## config.mk

```make
export PLATFORM = sky130hd
export DESIGN_NAME = tff_toggle_arbiter
export DESIGN_NICKNAME = d
export VERILOG_FILES = /design/src/rtl/tff_toggle_arbiter.sv
export SDC_FILE = /design/constraint.sdc
export NUM_CORES = 1
export LEC_CHECK = 0
export CAP_MARGIN = 20
export CORE_MARGIN = 2
export CORE_UTILIZATION = 40
export DETAILED_ROUTE_END_ITERATION = 8
export GPL_TIMING_DRIVEN = 0
export PLACE_DENSITY = 0.65
export SLEW_MARGIN = 20
export SYNTH_ARGS = -nofsm -noshare
export SYNTH_HDL_FRONTEND = slang
export SYNTH_SLANG_ARGS = --single-unit
```

## constraint.sdc

```tcl
create_clock -name clk -period 2.4 [get_ports clk]
set_input_delay 0.48 -clock clk [delete_from_list [all_inputs] [get_ports clk]]
set_output_delay 0.48 -clock clk [all_outputs]
set_load 0.02 [all_outputs]
```

## src/rtl/tff_toggle_arbiter.sv

```systemverilog
// Round-robin arbiter sharing one T flop (q <= q ^ t) between NREQ toggle requesters.
// Optional toggle counter output enabled by defining TFF_TOGGLE_CNT_EN.
module tff_toggle_arbiter #(
  parameter int NREQ  = 4,
  parameter int GAP   = 2,
  parameter int CNT_W = 8
) (
  input  logic            clk,
  input  logic            rst,
  input  logic [NREQ-1:0] req_i,
  output logic [NREQ-1:0] gnt_o,
  output logic            t_o,
  output logic            q_o,
  output logic            busy_o
`ifdef TFF_TOGGLE_CNT_EN
  ,
  output logic [CNT_W-1:0] toggle_cnt_o
`endif
);

  localparam logic [1:0] StIdle  = 2'd0;
  localparam logic [1:0] StGrant = 2'd1;
  localparam logic [1:0] StCool  = 2'd2;

  localparam int PW = (NREQ > 1) ? $clog2(NREQ) : 1;

  logic [1:0]      state_q, state_d;
  logic [3:0]      gcnt_q, gcnt_d;
  logic [PW-1:0]   ptr_q, ptr_d;
  logic [PW-1:0]   win_q, win_d, win_sel, win_hi, win_lo;
  logic [NREQ-1:0] gnt_q, gnt_d;
  logic            t_q, t_d, q_q;
  logic            found_hi, found_lo, found, arb_en;

  // Arbitration always scans from the pointer value valid after this edge, so a
  // GAP == 0 build can re-grant on the same edge that retires the previous winner.
  always_comb begin
    ptr_d = ptr_q;
    if (state_q == StGrant) begin
      ptr_d = (int'(win_q) == NREQ - 1) ? '0 : win_q + PW'(1);
    end
    found_hi = 1'b0;
    found_lo = 1'b0;
    win_hi   = '0;
    win_lo   = '0;
    for (int j = 0; j < NREQ; j++) begin
      if (req_i[j] && !found_lo) begin
        found_lo = 1'b1;
        win_lo   = PW'(j);
      end
      if (req_i[j] && !found_hi && (j >= int'(ptr_d))) begin
        found_hi = 1'b1;
        win_hi   = PW'(j);
      end
    end
    found   = found_hi | found_lo;
    win_sel = found_hi ? win_hi : win_lo;
  end

  always_comb begin
    state_d = state_q;
    gcnt_d  = gcnt_q;
    gnt_d   = '0;
    t_d     = 1'b0;
    win_d   = win_q;
    arb_en  = 1'b0;
    case (state_q)
      StIdle: arb_en = 1'b1;
      StGrant: begin
        if (GAP > 0) begin
          state_d = StCool;
          gcnt_d  = 4'(GAP - 1);
        end else begin
          state_d = StIdle;
          arb_en  = 1'b1;
        end
      end
      StCool: begin
        if (gcnt_q != 4'd0) begin
          gcnt_d = gcnt_q - 4'd1;
        end else begin
          state_d = StIdle;
          arb_en  = 1'b1;
        end
      end
      default: state_d = StIdle;
    endcase
    if (arb_en && found) begin
      state_d = StGrant;
      gnt_d   = NREQ'(1) << win_sel;
      t_d     = 1'b1;
      win_d   = win_sel;
    end
  end

  always_ff @(posedge clk or posedge rst) begin
    if (rst) begin
      state_q <= StIdle;
      gcnt_q  <= '0;
      ptr_q   <= '0;
      win_q   <= '0;
      gnt_q   <= '0;
      t_q     <= 1'b0;
      q_q     <= 1'b0;
    end else begin
      state_q <= state_d;
      gcnt_q  <= gcnt_d;
      ptr_q   <= ptr_d;
      win_q   <= win_d;
      gnt_q   <= gnt_d;
      t_q     <= t_d;
      q_q     <= q_q ^ t_q;
    end
  end

  assign gnt_o  = gnt_q;
  assign t_o    = t_q;
  assign q_o    = q_q;
  assign busy_o = (state_q != StIdle);

`ifdef TFF_TOGGLE_CNT_EN
  logic [CNT_W-1:0] cnt_q;

  always_ff @(posedge clk or posedge rst) begin
    if (rst) begin
      cnt_q <= '0;
    end else if (state_q == StGrant) begin
      cnt_q <= cnt_q + CNT_W'(1);
    end
  end

  assign toggle_cnt_o = cnt_q;
`endif

endmodule

```

=== Word level (Yosys, flattened, before mapping) ===
Cells that the tools add are included.

* Shifts and indexed selects: 1
* Equality and inequality tests: 6
* Order comparisons: 3
* Mux-type cells: 26
* Add/sub/neg operators: 2
* Bitwise operators: 2
* Reduce and logical (&&, ||, !) cells: 22
* Divide/modulo/power cells: 0
* $mul: 0

{| class="wikitable"
|+ Operator list
! cell !! number
|-
| $mux 2 || 9
|-
| $mux 1 || 12
|-
| $logic_and 1x1->1 || 10
|-
| $mux 4 || 2
|-
| $pmux 4 s2 || 1
|-
| $logic_not 1->1 || 6
|-
| $pmux 2 s3 || 1
|-
| $eq 2x1->1 const B || 2
|-
| $ge 1x2->1 const A || 2
|-
| $ne 2x2->1 const B || 2
|-
| $reduce_and 2->1 || 2
|-
| $reduce_bool 2->1 || 2
|-
| $reduce_bool 4->1 || 1
|-
| $shl 1x2->4 const A || 1
|-
| $sub 4x1->4 const B || 1
|-
| $ne 3x3->1 const B || 1
|-
| $add 2x1->2 const B || 1
|-
| $eq 2x2->1 const B || 1
|-
| $ge 2x2->1 const A || 1
|-
| $logic_not 2->1 || 1
|-
| $pmux 1 s2 || 1
|-
| $or 1x1->1 || 1
|-
| $xor 1x1->1 || 1
|}

* Bits in writable memories: 0
* Memory bits (read-only): 0
* Logic and storage cells: 69
* Bits in registers: 16
* Bits in latches: 0
* Output and inout bits: 7
* Input port bits: 6
* Memories: 0

=== Depth between registers and ports, before layout ===
* Depth in word-level cells: 21
* Depth in mapped cells: 7
* Depth with buffers taken out: 7

=== Worst setup path before layout ===
Ideal clock, no wire load.

* Path type: flip-flop to flip-flop
* From: register gcnt_q[0]
* To: register state_q[1]
* Cell stages (with the launch flop): 7
* Arrival: 1.571 ns
* Period minus slack after synthesis: 1.698 ns
* Buffers on the path: 1
* Path slack: 0.702 ns
* Data required time: 2.272 ns
* Library setup time: 0.128 ns
* Path through: dfrtp_1 inv_1 ha_1 or3b_1 clkbuf_1 a31oi_1 mux2_1

* Word-level cells in the longest chain between the ends: 6
* Elaborated cells on any way between the ends: 8
* Classes of those cells: eq/ne (2); mux (3); reduce/logical (3)

{| class="wikitable"
|+ RTL lines
! item !! line !! text
|-
| start: declaration || 28 || <nowiki>logic [3:0] gcnt_q, gcnt_d;</nowiki>
|-
| start signal: assignment || 107 || <nowiki>gcnt_q <= gcnt_d;</nowiki>
|-
| $reduce_bool 4->1 (*) || 79 || <nowiki>if (gcnt_q != 4'd0) begin</nowiki>
|-
| $mux 1 || 79 ||
|-
| $pmux 1 s2 || 67 || <nowiki>case (state_q)</nowiki>
|-
| $logic_and 1x1->1 || 88 || <nowiki>if (arb_en && found) begin</nowiki>
|-
| $ne 3x3->1 (no source line) or $ne 2x2->1 (tied branches) || -- ||
|-
| $reduce_and 2->1 (no source line) || -- ||
|-
| end signal: assignment || 98 || <nowiki>state_q <= StIdle;</nowiki>
|-
| end signal: assignment || 106 || <nowiki>state_q <= state_d;</nowiki>
|-
| end: declaration || 27 || <nowiki>logic [1:0] state_q, state_d;</nowiki>
|}

Mark *: on every way between the ends. The rest lies on a longest branch, timed or not.
A chain may end at the register's enable or synchronous reset.

=== Worst setup path after layout ===
* From: register state_q[0]
* To: output busy_o

* Word-level cells in the longest chain between the ends: 1

{| class="wikitable"
|+ RTL lines
! item !! line !! text
|-
| $reduce_bool 2->1 || 119 || <nowiki>assign busy_o = (state_q != StIdle);</nowiki>
|-
| end: declaration || 14 || <nowiki>output logic busy_o</nowiki>
|}

Every way passes these cells.

==> results.md <==
- Synth Area in Compound Gates: 13.5%
- Post-DRT Antenna Nets: 0
- N_diodes: 0
- H-tree depth: 1
- Yosys top cell by area: dfrtp_1
- Die Span X: 51.0 µm
- Placer Congestion: 0.700
- Slew margin rel.: 59.1%
- # resized after CTS: 0
- Crit path max-delay family: buffers and inverters
- Crit-path cells: inv_1 -> ha_1 -> inv_1 -> clkdlybuf4s50_1
- Clock power share: 12.5%
- Max FO, Critical Path: 5
- Post-synthesis mux area share: 3.97%
- Clock Skew: 8.56 ps
- Internal power: 0.000826 W
- Leakage power: 0.484 nW
- Clock buffer depth: 2
- Initial DRC count: 13
- Most used DFF post-synth: dfrtp_1
- Delay of the slowest critical-path stage: 620 ps
- Hold Slack: 463 ps
- Worst path slowest cell: clkdlybuf4s50_1
- Final net count: 119
- Largest net degree at the start of global routing: 17
- Async set-reset flop share out of synthesis: 100%
- Vias in the first global route: 610
- Setup crit start kind: flop
- Initial antenna violation count: 0
- Post-DP HPWL: 1230 µm
- Min Tclk post-route: 2240 ps
- Largest family of logic cells by synthesized area: simple AND/OR/NAND/NOR gates
- Critical path buffers and inverters: 3
- FMAX: 447 MHz
- TNS Setup: 0 ps
- Count of state elements after synthesis: 16
- Avg WL per Cell: 12.0 µm
- CTS tree: done
- Syn nets: 102
- Post-synthesis sequential area ratio: 45.4%
- TritonRoute pass-1 iters: 4
- Overall Global Routing Usage: 13.5%
- Hold_buf cts: 0
- Crit Path Category: flop to output pin
- Switch share: 42.7%
- Post-synth EDFFs: 0
- Cts bufs inserted: 3
- CTS root buffer: clkbuf_4
- XOR/XNOR Fraction of Synth Area: 0.993%
- CP Data Required Time: 1920 ps
- First-pass GRT wire length: 2590 µm
- Combinational group share of total power: 55.0%
- Period utilization: 93.3%
- Clock transition at the registers of the reported paths: 100 ps
- Clock Latency Late Sink: 290 ps
- Top cell type's share of synthesized area: 45.4%
- CP most frequent cell: inv_1
- Synth Cell Area: 882 µm²
- Area share of fa/ha/maj cells after synthesis: 9.93%
- Core Footprint: 0.00215 mm²
- Setup violators final: 0
- Die ar.: 0.00260 mm²
- Layout cell share with drive strength beyond 1: 11.4%
- Max Cap Viol: 0
- CP arrival: 1760 ps
- Routed vias/inst: 5.06
- Synth warn: 0
- Final Max Slew Viols: 0
- Gr ovfl total: 0
- Synth Area in Simple Gates: 22.0%
- Sequential share of power: 32.5%
- Buffers on Ports: 12
- NetSw: 0.000615 W
- Io pins: 13
- Row count: 17
- Hold Crit Class: flop to flop
- Netlist cell types: 33
- DR DRC count: 0
- Post-Route WL: 1600 µm
- Post-CTS Setup Repair Bufs: 0
- CP endpoint kind: output pin
- Unrepaired setup endpoints after global routing: no
- Syn avg cell area: 9.91 µm²
- Least-Margin Pin Slew: 613 ps
- Peak VDD IR: 0.510 mV
- Synth top area cells: dfrtp_1 45%, ha_1 9.9%, o21ai_0 5.1%, nand2_1 4.3%, inv_1 3.0%
- CTS Sinks: 16
- Vias: 673
- P&R area growth vs syn: 21.7%
- Initial Utilization: 41.1%
- Status: complete, no violations
- Cell area power density: 1340 mW/mm²
- Fin. Hold Viols: 0
- Die Y: 51.0 µm
- Synthesized instance count: 89
## routing by layer
layer | GRT usage (%) | share of wire, %
met1 | 17.2 | 48
met2 | 21.2 | 47
met3 | 1.75 | 2.1
met4 | 9.46 | 2.4
met5 | 0 | 0
## sequential cells by signal (all words and copies together), names as in the netlist
| signal | cells |
|---|---|
| gcnt_q | 4 |
| gnt_o | 4 |
| ptr_q | 2 |
| state_q | 2 |
| win_q | 2 |
| q_o | 1 |
| t_o | 1 |
## per-stage QoR
stage	area, µm²	total power [W]	utilization [%]	setup slack [ps]	cells
CTS	1070	0.00145	50.0	148	133
detailed placement	1040	0.00127	48.3	236	129
finish	1070	0.00144	50.0	161	133
global route	1070	0.00156	50.0	76.4	133
floorplan	882	0.00103	-	702	89
global placement	1040	0.00124	48.3	263	129
## power by group through the flow
stage / Combinational, W / Clock [W] / Sequential, W
2_1_floorplan: 0.000518 / 0 / 0.000512
3_3_place_gp: 0.000774 / 0 / 0.000468
3_5_place_dp: 0.000795 / 0 / 0.000474
4_1_cts: 0.000797 / 0.000189 / 0.000468
5_1_grt: 0.000889 / 0.000194 / 0.000482
6_report: 0.000792 / 0.000180 / 0.000468
## final timing paths
check,startpoint,end,slack (ps),depth (start not counted)
min in group asynchronous,rst,win_q[0]$_DFFE_PP0P_,550,2
setup / recovery,state_q[0]$_DFFE_PP0P_,busy_o,160,4
hold reg to reg,t_o$_DFF_PP0_,q_o$_DFF_PP0_,460,1
hold / removal,t_o$_DFF_PP0_,q_o$_DFF_PP0_,460,1
max in group asynchronous,rst,gcnt_q[0]$_DFFE_PP0P_,1450,2
setup reg to reg,state_q[1]$_DFFE_PP0P_,gnt_o[3]$_DFF_PP0_,520,7
## placed cells by master, fill, tap and decap left out, types with 2 or more instances in the layout
cell type | synthesis | routed
dfrtp_1 | 16 | 16
a21oi_1 | 4 | 4
clkdlybuf4s50_1 | 0 | 12
nor2_1 | 4 | 4
o21ai_0 | 9 | 9
nand2_1 | 10 | 10
nor2b_1 | 3 | 3
clkbuf_4 | 0 | 3
inv_2 | 2 | 2
nor3_1 | 2 | 2
nand4_1 | 3 | 3
ha_1 | 7 | 7
inv_1 | 7 | 7
## cells by family after synthesis
group | Yosys count
AO/OA/AOI/OAI | 19
XOR/XNOR | 1
adder cells (fa/ha/maj) | 7
buffers and inverters | 10
flip-flops | 16
multiplexers | 3
AND/OR/NAND/NOR | 33
## synth_stat cells, types with 2 or more instances
cell type	number
nand4_1	3
nor2_1	4
inv_1	7
ha_1	7
inv_2	2
nand2_1	10
nor3_1	2
nor2b_1	3
dfrtp_1	16
o21ai_0	9
a21oi_1	4
## cell type report
type	instances	area, µm²
fill	220	1070
multi-input combinational	63	444
sequential	16	400
timing repair buffer	12	120
clock buffer	4	36.3
tap	28	35.0
inverter	9	33.8
buffer	1	3.75
Power figures use the tool's default switching activity.
